<file path="src/rtl/apb_master_arb.sv">
// Two-requester APB master: round-robin grant, one APB transfer at a time, forced timeout.
// Latency: grant on the first edge after an eligible rq_valid; SETUP 1 cycle, ACCESS >= 1 cycle, rq_done one cycle after pready.
// Backpressure: pready stretches ACCESS up to TIMEOUT cycles; other requesters wait in rq_valid until granted.
// Ports:
//   pclk, presetn              clock, async active-low reset
//   rq_valid/write/addr/wdata/strb  packed per-requester request fields (requester i in slice i)
//   rq_done, rq_rdata, rq_err  completion pulse to the granted requester, held read data / error
//   psel..pstrb                registered APB master outputs
//   prdata, pready, pslverr    APB completer response
module apb_master_arb #(
   parameter int ADDR_W  = 12,
   parameter int DATA_W  = 32,
   parameter int STRB_W  = DATA_W / 8,
   parameter int TIMEOUT = 255
) (
   input  logic                  pclk,
   input  logic                  presetn,
   input  logic [1:0]            rq_valid,
   input  logic [1:0]            rq_write,
   input  logic [2*ADDR_W-1:0]   rq_addr,
   input  logic [2*DATA_W-1:0]   rq_wdata,
   input  logic [2*STRB_W-1:0]   rq_strb,
   output logic [1:0]            rq_done,
   output logic [DATA_W-1:0]     rq_rdata,
   output logic                  rq_err,
   output logic                  psel,
   output logic                  penable,
   output logic                  pwrite,
   output logic [ADDR_W-1:0]     paddr,
   output logic [DATA_W-1:0]     pwdata,
   output logic [STRB_W-1:0]     pstrb,
   input  logic [DATA_W-1:0]     prdata,
   input  logic                  pready,
   input  logic                  pslverr
);

   typedef enum logic [1:0] {IDLE, SETUP, ACCESS} state_t;

   localparam logic [15:0] TMO = 16'(TIMEOUT);

   state_t              state, state_nxt;
   logic                last_grant, last_grant_nxt;
   logic [15:0]         tmo_cnt, tmo_cnt_nxt, tmo_inc;
   logic [1:0]          elig;
   logic                pick;
   logic                finish;
   logic                psel_nxt, penable_nxt, pwrite_nxt, rq_err_nxt;
   logic [ADDR_W-1:0]   paddr_nxt;
   logic [DATA_W-1:0]   pwdata_nxt, rq_rdata_nxt;
   logic [STRB_W-1:0]   pstrb_nxt;
   logic [1:0]          rq_done_nxt;

   always_ff @(posedge pclk or negedge presetn) begin
      if (!presetn) state <= IDLE;
      else          state <= state_nxt;
   end

   always_comb begin
      state_nxt      = state;
      last_grant_nxt = last_grant;
      tmo_cnt_nxt    = tmo_cnt;
      psel_nxt       = psel;
      penable_nxt    = penable;
      pwrite_nxt     = pwrite;
      paddr_nxt      = paddr;
      pwdata_nxt     = pwdata;
      pstrb_nxt      = pstrb;
      rq_done_nxt    = 2'b00;
      rq_rdata_nxt   = rq_rdata;
      rq_err_nxt     = rq_err;
      finish         = 1'b0;
      tmo_inc        = tmo_cnt + 16'd1;
      // A requester being told "done" this cycle has not yet had a chance to drop
      // its valid, so it must not be re-granted on the same edge.
      elig = rq_valid & ~rq_done;
      pick = (elig == 2'b11) ? ~last_grant : elig[1];

      case (state)
         IDLE: begin
            if (|elig) begin
               last_grant_nxt = pick;
               psel_nxt       = 1'b1;
               pwrite_nxt     = rq_write[pick];
               paddr_nxt      = pick ? rq_addr[2*ADDR_W-1:ADDR_W] : rq_addr[ADDR_W-1:0];
               if (rq_write[pick]) begin
                  pwdata_nxt = pick ? rq_wdata[2*DATA_W-1:DATA_W] : rq_wdata[DATA_W-1:0];
                  pstrb_nxt  = pick ? rq_strb[2*STRB_W-1:STRB_W] : rq_strb[STRB_W-1:0];
               end else begin
                  pwdata_nxt = '0;
                  pstrb_nxt  = '0;
               end
               state_nxt = SETUP;
            end
         end
         SETUP: begin
            penable_nxt = 1'b1;
            tmo_cnt_nxt = '0;
            state_nxt   = ACCESS;
         end
         ACCESS: begin
            // pready is checked first so a response arriving on the last allowed
            // cycle completes normally rather than timing out.
            if (pready) begin
               finish       = 1'b1;
               rq_rdata_nxt = pwrite ? rq_rdata : prdata;
               rq_err_nxt   = pslverr;
            end else if (tmo_inc == TMO) begin
               finish       = 1'b1;
               rq_rdata_nxt = '0;
               rq_err_nxt   = 1'b1;
            end else begin
               tmo_cnt_nxt  = tmo_inc;
            end
         end
         default: state_nxt = IDLE;
      endcase

      if (finish) begin
         rq_done_nxt = last_grant ? 2'b10 : 2'b01;
         psel_nxt    = 1'b0;
         penable_nxt = 1'b0;
         pwrite_nxt  = 1'b0;
         pwdata_nxt  = '0;
         pstrb_nxt   = '0;
         state_nxt   = IDLE;
      end
   end

   always_ff @(posedge pclk or negedge presetn) begin
      if (!presetn) begin
         last_grant <= 1'b1;
         tmo_cnt    <= '0;
         psel       <= 1'b0;
         penable    <= 1'b0;
         pwrite     <= 1'b0;
         paddr      <= '0;
         pwdata     <= '0;
         pstrb      <= '0;
         rq_done    <= 2'b00;
         rq_rdata   <= '0;
         rq_err     <= 1'b0;
      end else begin
         last_grant <= last_grant_nxt;
         tmo_cnt    <= tmo_cnt_nxt;
         psel       <= psel_nxt;
         penable    <= penable_nxt;
         pwrite     <= pwrite_nxt;
         paddr      <= paddr_nxt;
         pwdata     <= pwdata_nxt;
         pstrb      <= pstrb_nxt;
         rq_done    <= rq_done_nxt;
         rq_rdata   <= rq_rdata_nxt;
         rq_err     <= rq_err_nxt;
      end
   end

endmodule

</file>
<file path="config.mk">
export PLATFORM = sky130hd
export DESIGN_NAME = apb_master_arb
export DESIGN_NICKNAME = d
export VERILOG_FILES = /design/src/rtl/apb_master_arb.sv
export SDC_FILE = /design/constraint.sdc
export NUM_CORES = 1
export LEC_CHECK = 0
export ABC_AREA = 1
export ABC_CLOCK_PERIOD_IN_PS = 5100
export BUFFER_PORTS_ARGS = -buffer_cell sky130_fd_sc_hd__buf_4
export CAP_MARGIN = 15
export CORE_MARGIN = 5
export CORE_UTILIZATION = 35
export DETAILED_ROUTE_END_ITERATION = 6
export SLEW_MARGIN = 20
export SYNTH_ARGS = -nofsm -noshare
export SYNTH_HDL_FRONTEND = slang
export SYNTH_SLANG_ARGS = --single-unit
export TNS_END_PERCENT = 30
</file>
<file path="constraint.sdc">
create_clock -name pclk -period 5.1 [get_ports pclk]
set_input_delay 0.765 -clock pclk [delete_from_list [all_inputs] [get_ports pclk]]
set_output_delay 0.765 -clock pclk [all_outputs]
set_load 0.01 [all_outputs]
</file>
==> qor.txt <==
CTS Buf Count = 9
Initial Util = 35.6%
Adder and majority gate portion of the synthesized area = 0.462%
Die Ht = 134 um
GRT Overall Usage = 18.4%
Crit path max-delay family = simple AND/OR/NAND/NOR gates
Post-synthesis mux area share = 0.185%
Via/cell ratio = 4.81
VDD IR max = 211 uV
DRT Pass-1 Iters = 4
Max Cap Violations = 0
Worst-margin pin slew = 900 ps
Routed Antenna Nets = 0
PortBufs = 221
Final Hold Viols = 0
RSZ-0062 raised after global routing = false
Seq/Total Area, Yosys = 48.6%
Area Growth Syn to Fin = 38.3%
Vias in the first global route = 5167
Final Worst Setup Slack = 2170 ps
Mean Syn Cell Area = 7.80 um^2
Worst hold path class = reg2reg
Clock latency on the worst-skew pair = 350 ps
Number of H-tree levels = 3
Vias = 5214
First-pass GRT wire length = 26700 um
Cell leakage power = 4.14 nW
Final Cycle Share = 57.4%
WP buf/inv = 0
# rows = 45
Cells after synthesis = 694
Slew HR = 40.0%
Core Box Area = 15200 um^2
WL/cell = 15.3 um
RD Place Congestion = 0.844
Residual DRC = 0
Worst Skew = 8.84 ps
Total grt overflow = 0
Initial antenna violation count = 0
Status = complete, no violations
Worst reg-to-reg setup slack = 2170 ps
CP peak stage delay = 590 ps
Number of hold buffers added after CTS = 0
Synthesized area = 5410 um^2
Largest net degree at the start of global routing = 70
Endpoint class of the critical path = register
Pre-CTS setup slack = 2130 ps
Post-Synth Simple-Gate Area = 34.5%
Critical path, cell by cell = ha_1 -> nand2_1 -> nor2_2 -> nand2_1 -> nand2_1 -> nand3_1 -> nor2_1 -> nand2_1 -> nor2_1 -> nand2_2 -> nand2_4 -> nand2_2 -> nand3_1 -> nand2_1
Xor/xnor cell area share of the yosys netlist = 0.324%
Width of the die = 134 um
Antenna diodes = 0
Nature of the critical path startpoint = register
Fmax = 342 MHz
Net count, final = 1029
DRT Wirelength = 16600 um
Clock Sinks = 105
Crit-path slowest cell = nand2_2
Layout cells sized above 1 = 32.7%
Crit-path max FO = 43
Compound-Gate Fraction of Synth Area = 8.00%
CTS clock-pin slew for the worst setup and hold paths = 70 ps
TritonCTS clock tree = yes
Resized cells post-CTS = 0
Critical setup path kind = reg2reg
Fin util = 49.2%
Fill count = 1539
YS warnings = 0
Ports = 222
Setup TNS = 0 ps
Synthesized Nets = 832
Arr. time, crit path = 3160 ps
Most used cell, CP = nand2_1
Final Non-Filler Cells = 1084
P per Cell Area = 465 nW/um^2
Root Driver = clkbuf_16
Slew Limit Fails = 0
Main combinational cell family by area after synthesis = simple AND/OR/NAND/NOR gates
DPL Wire Length = 11800 um
Initial DRC count = 248
Placed cells = 1068
Fin crit period = 2930 ps
Overall power = 3.48 mW
Yosys reg bits = 105
Worst path required time = 5330 ps
Synth unique cells = 27
Die ar. = 18100 um^2
Number of setup buffers added after CTS = 0
Clock Path Buffers = 2
Setup-failing EPs final = 0
## worst min-delay path, stage by stage, from the launching register on
cell	delay [ps]
dfrtp_1	350
nand2_1	50
nand2_1	50
## cell type report
type | count | area, um^2 | share of cell area, %
inverter | 61 | 229 | 3.06
tap | 188 | 235 | 3.14
sequential | 105 | 2630 | 35.1
clock buffer | 11 | 233 | 3.11
clock inverter | 5 | 87.6 | 1.17
multi-input combinational | 486 | 2360 | 31.5
timing repair buffer | 228 | 1710 | 22.9
## per-layer routing
metal  wire [um]  track usage, %  up-vias
li1            -               -     2640
met1        6910            23.3     2384
met2        7800            29.2      175
met3        1670            7.16       15
met4         251            5.60        0
met5           0               0        -
## cells in the final DEF, fill, tap and decap left out, drive strengths merged, types with 6 or more instances in the layout
cell | synthesis | layout
inv | 61 | 63
buf | 12 | 228
nand4 | 37 | 37
nor2 | 40 | 40
a21oi | 22 | 22
dfrtp | 104 | 104
nand2 | 232 | 232
nand3 | 69 | 69
o211ai | 36 | 36
o21ai | 6 | 6
or2 | 36 | 36
clkbuf | 30 | 11
## metrics by stage
stage,hold slack (ps),cell area (um^2)
after detailed placement,461,7170
after CTS,479,7490
after global placement,455,7170
after floorplan,469,5410
final,474,7490
after global routing,494,7490
## registers in the layout, indices dropped and copies added (netlist names)
| signal | cells |
|---|---|
| rq_done | 2 |
| paddr | 12 |
| last_grant | 1 |
| state | 2 |
| tmo_cnt | 16 |
| pstrb | 4 |
| rq_rdata | 32 |
| rq_err | 1 |
| penable | 1 |
| pwrite | 1 |
| pwdata | 32 |
| psel | 1 |
## cells in the mapped netlist (all sizes together)
library cell  count  area (um^2)
buf              12         91.3
xor2              1         8.76
xnor2             1         8.76
nor2             40          170
a21oi            22          110
nand2           232          883
dfstp             1         26.3
clkbuf           30          113
or2              36          225
o21a              1         7.51
o21ai             6         30.0
nand3            69          355
mux2i             1         10.0
o211ai           36          270
dfrtp           104         2600
o21bai            2         15.0
inv              61          229
nand4            37          231
ha                2         25.0
## final timing paths
check,from,endpoint,cells past startpoint
min in group asynchronous,presetn,penable,1
hold reg to reg,rq_rdata[5],rq_rdata[5],2
setup reg to reg,tmo_cnt[1],pwdata[25],14
max in group asynchronous,presetn,rq_rdata[2],2
hold / removal,rq_rdata[5],rq_rdata[5],2
setup / recovery,tmo_cnt[1],pwdata[25],14
## power by group
part           internal, mW  leakage, nW  total, mW  switching, mW
logic                 0.619         2.63       1.44          0.816
registers              1.12         1.36       1.29          0.167
clock network         0.437        0.152      0.763          0.326
total                  2.17         4.14       3.48           1.31
## cell families (layout without fill, tap and decap cells)
| logic type | Yosys count | after routing |
|---|---|---|
| simple gates | 414 | 414 |
| flops | 105 | 105 |
| buf+inv | 103 | 305 |
| compound gates | 67 | 67 |
| fa+ha+maj | 2 | 2 |
| xor+xnor | 2 | 2 |
| mux | 1 | 1 |
Power figures use the tool's default switching activity.
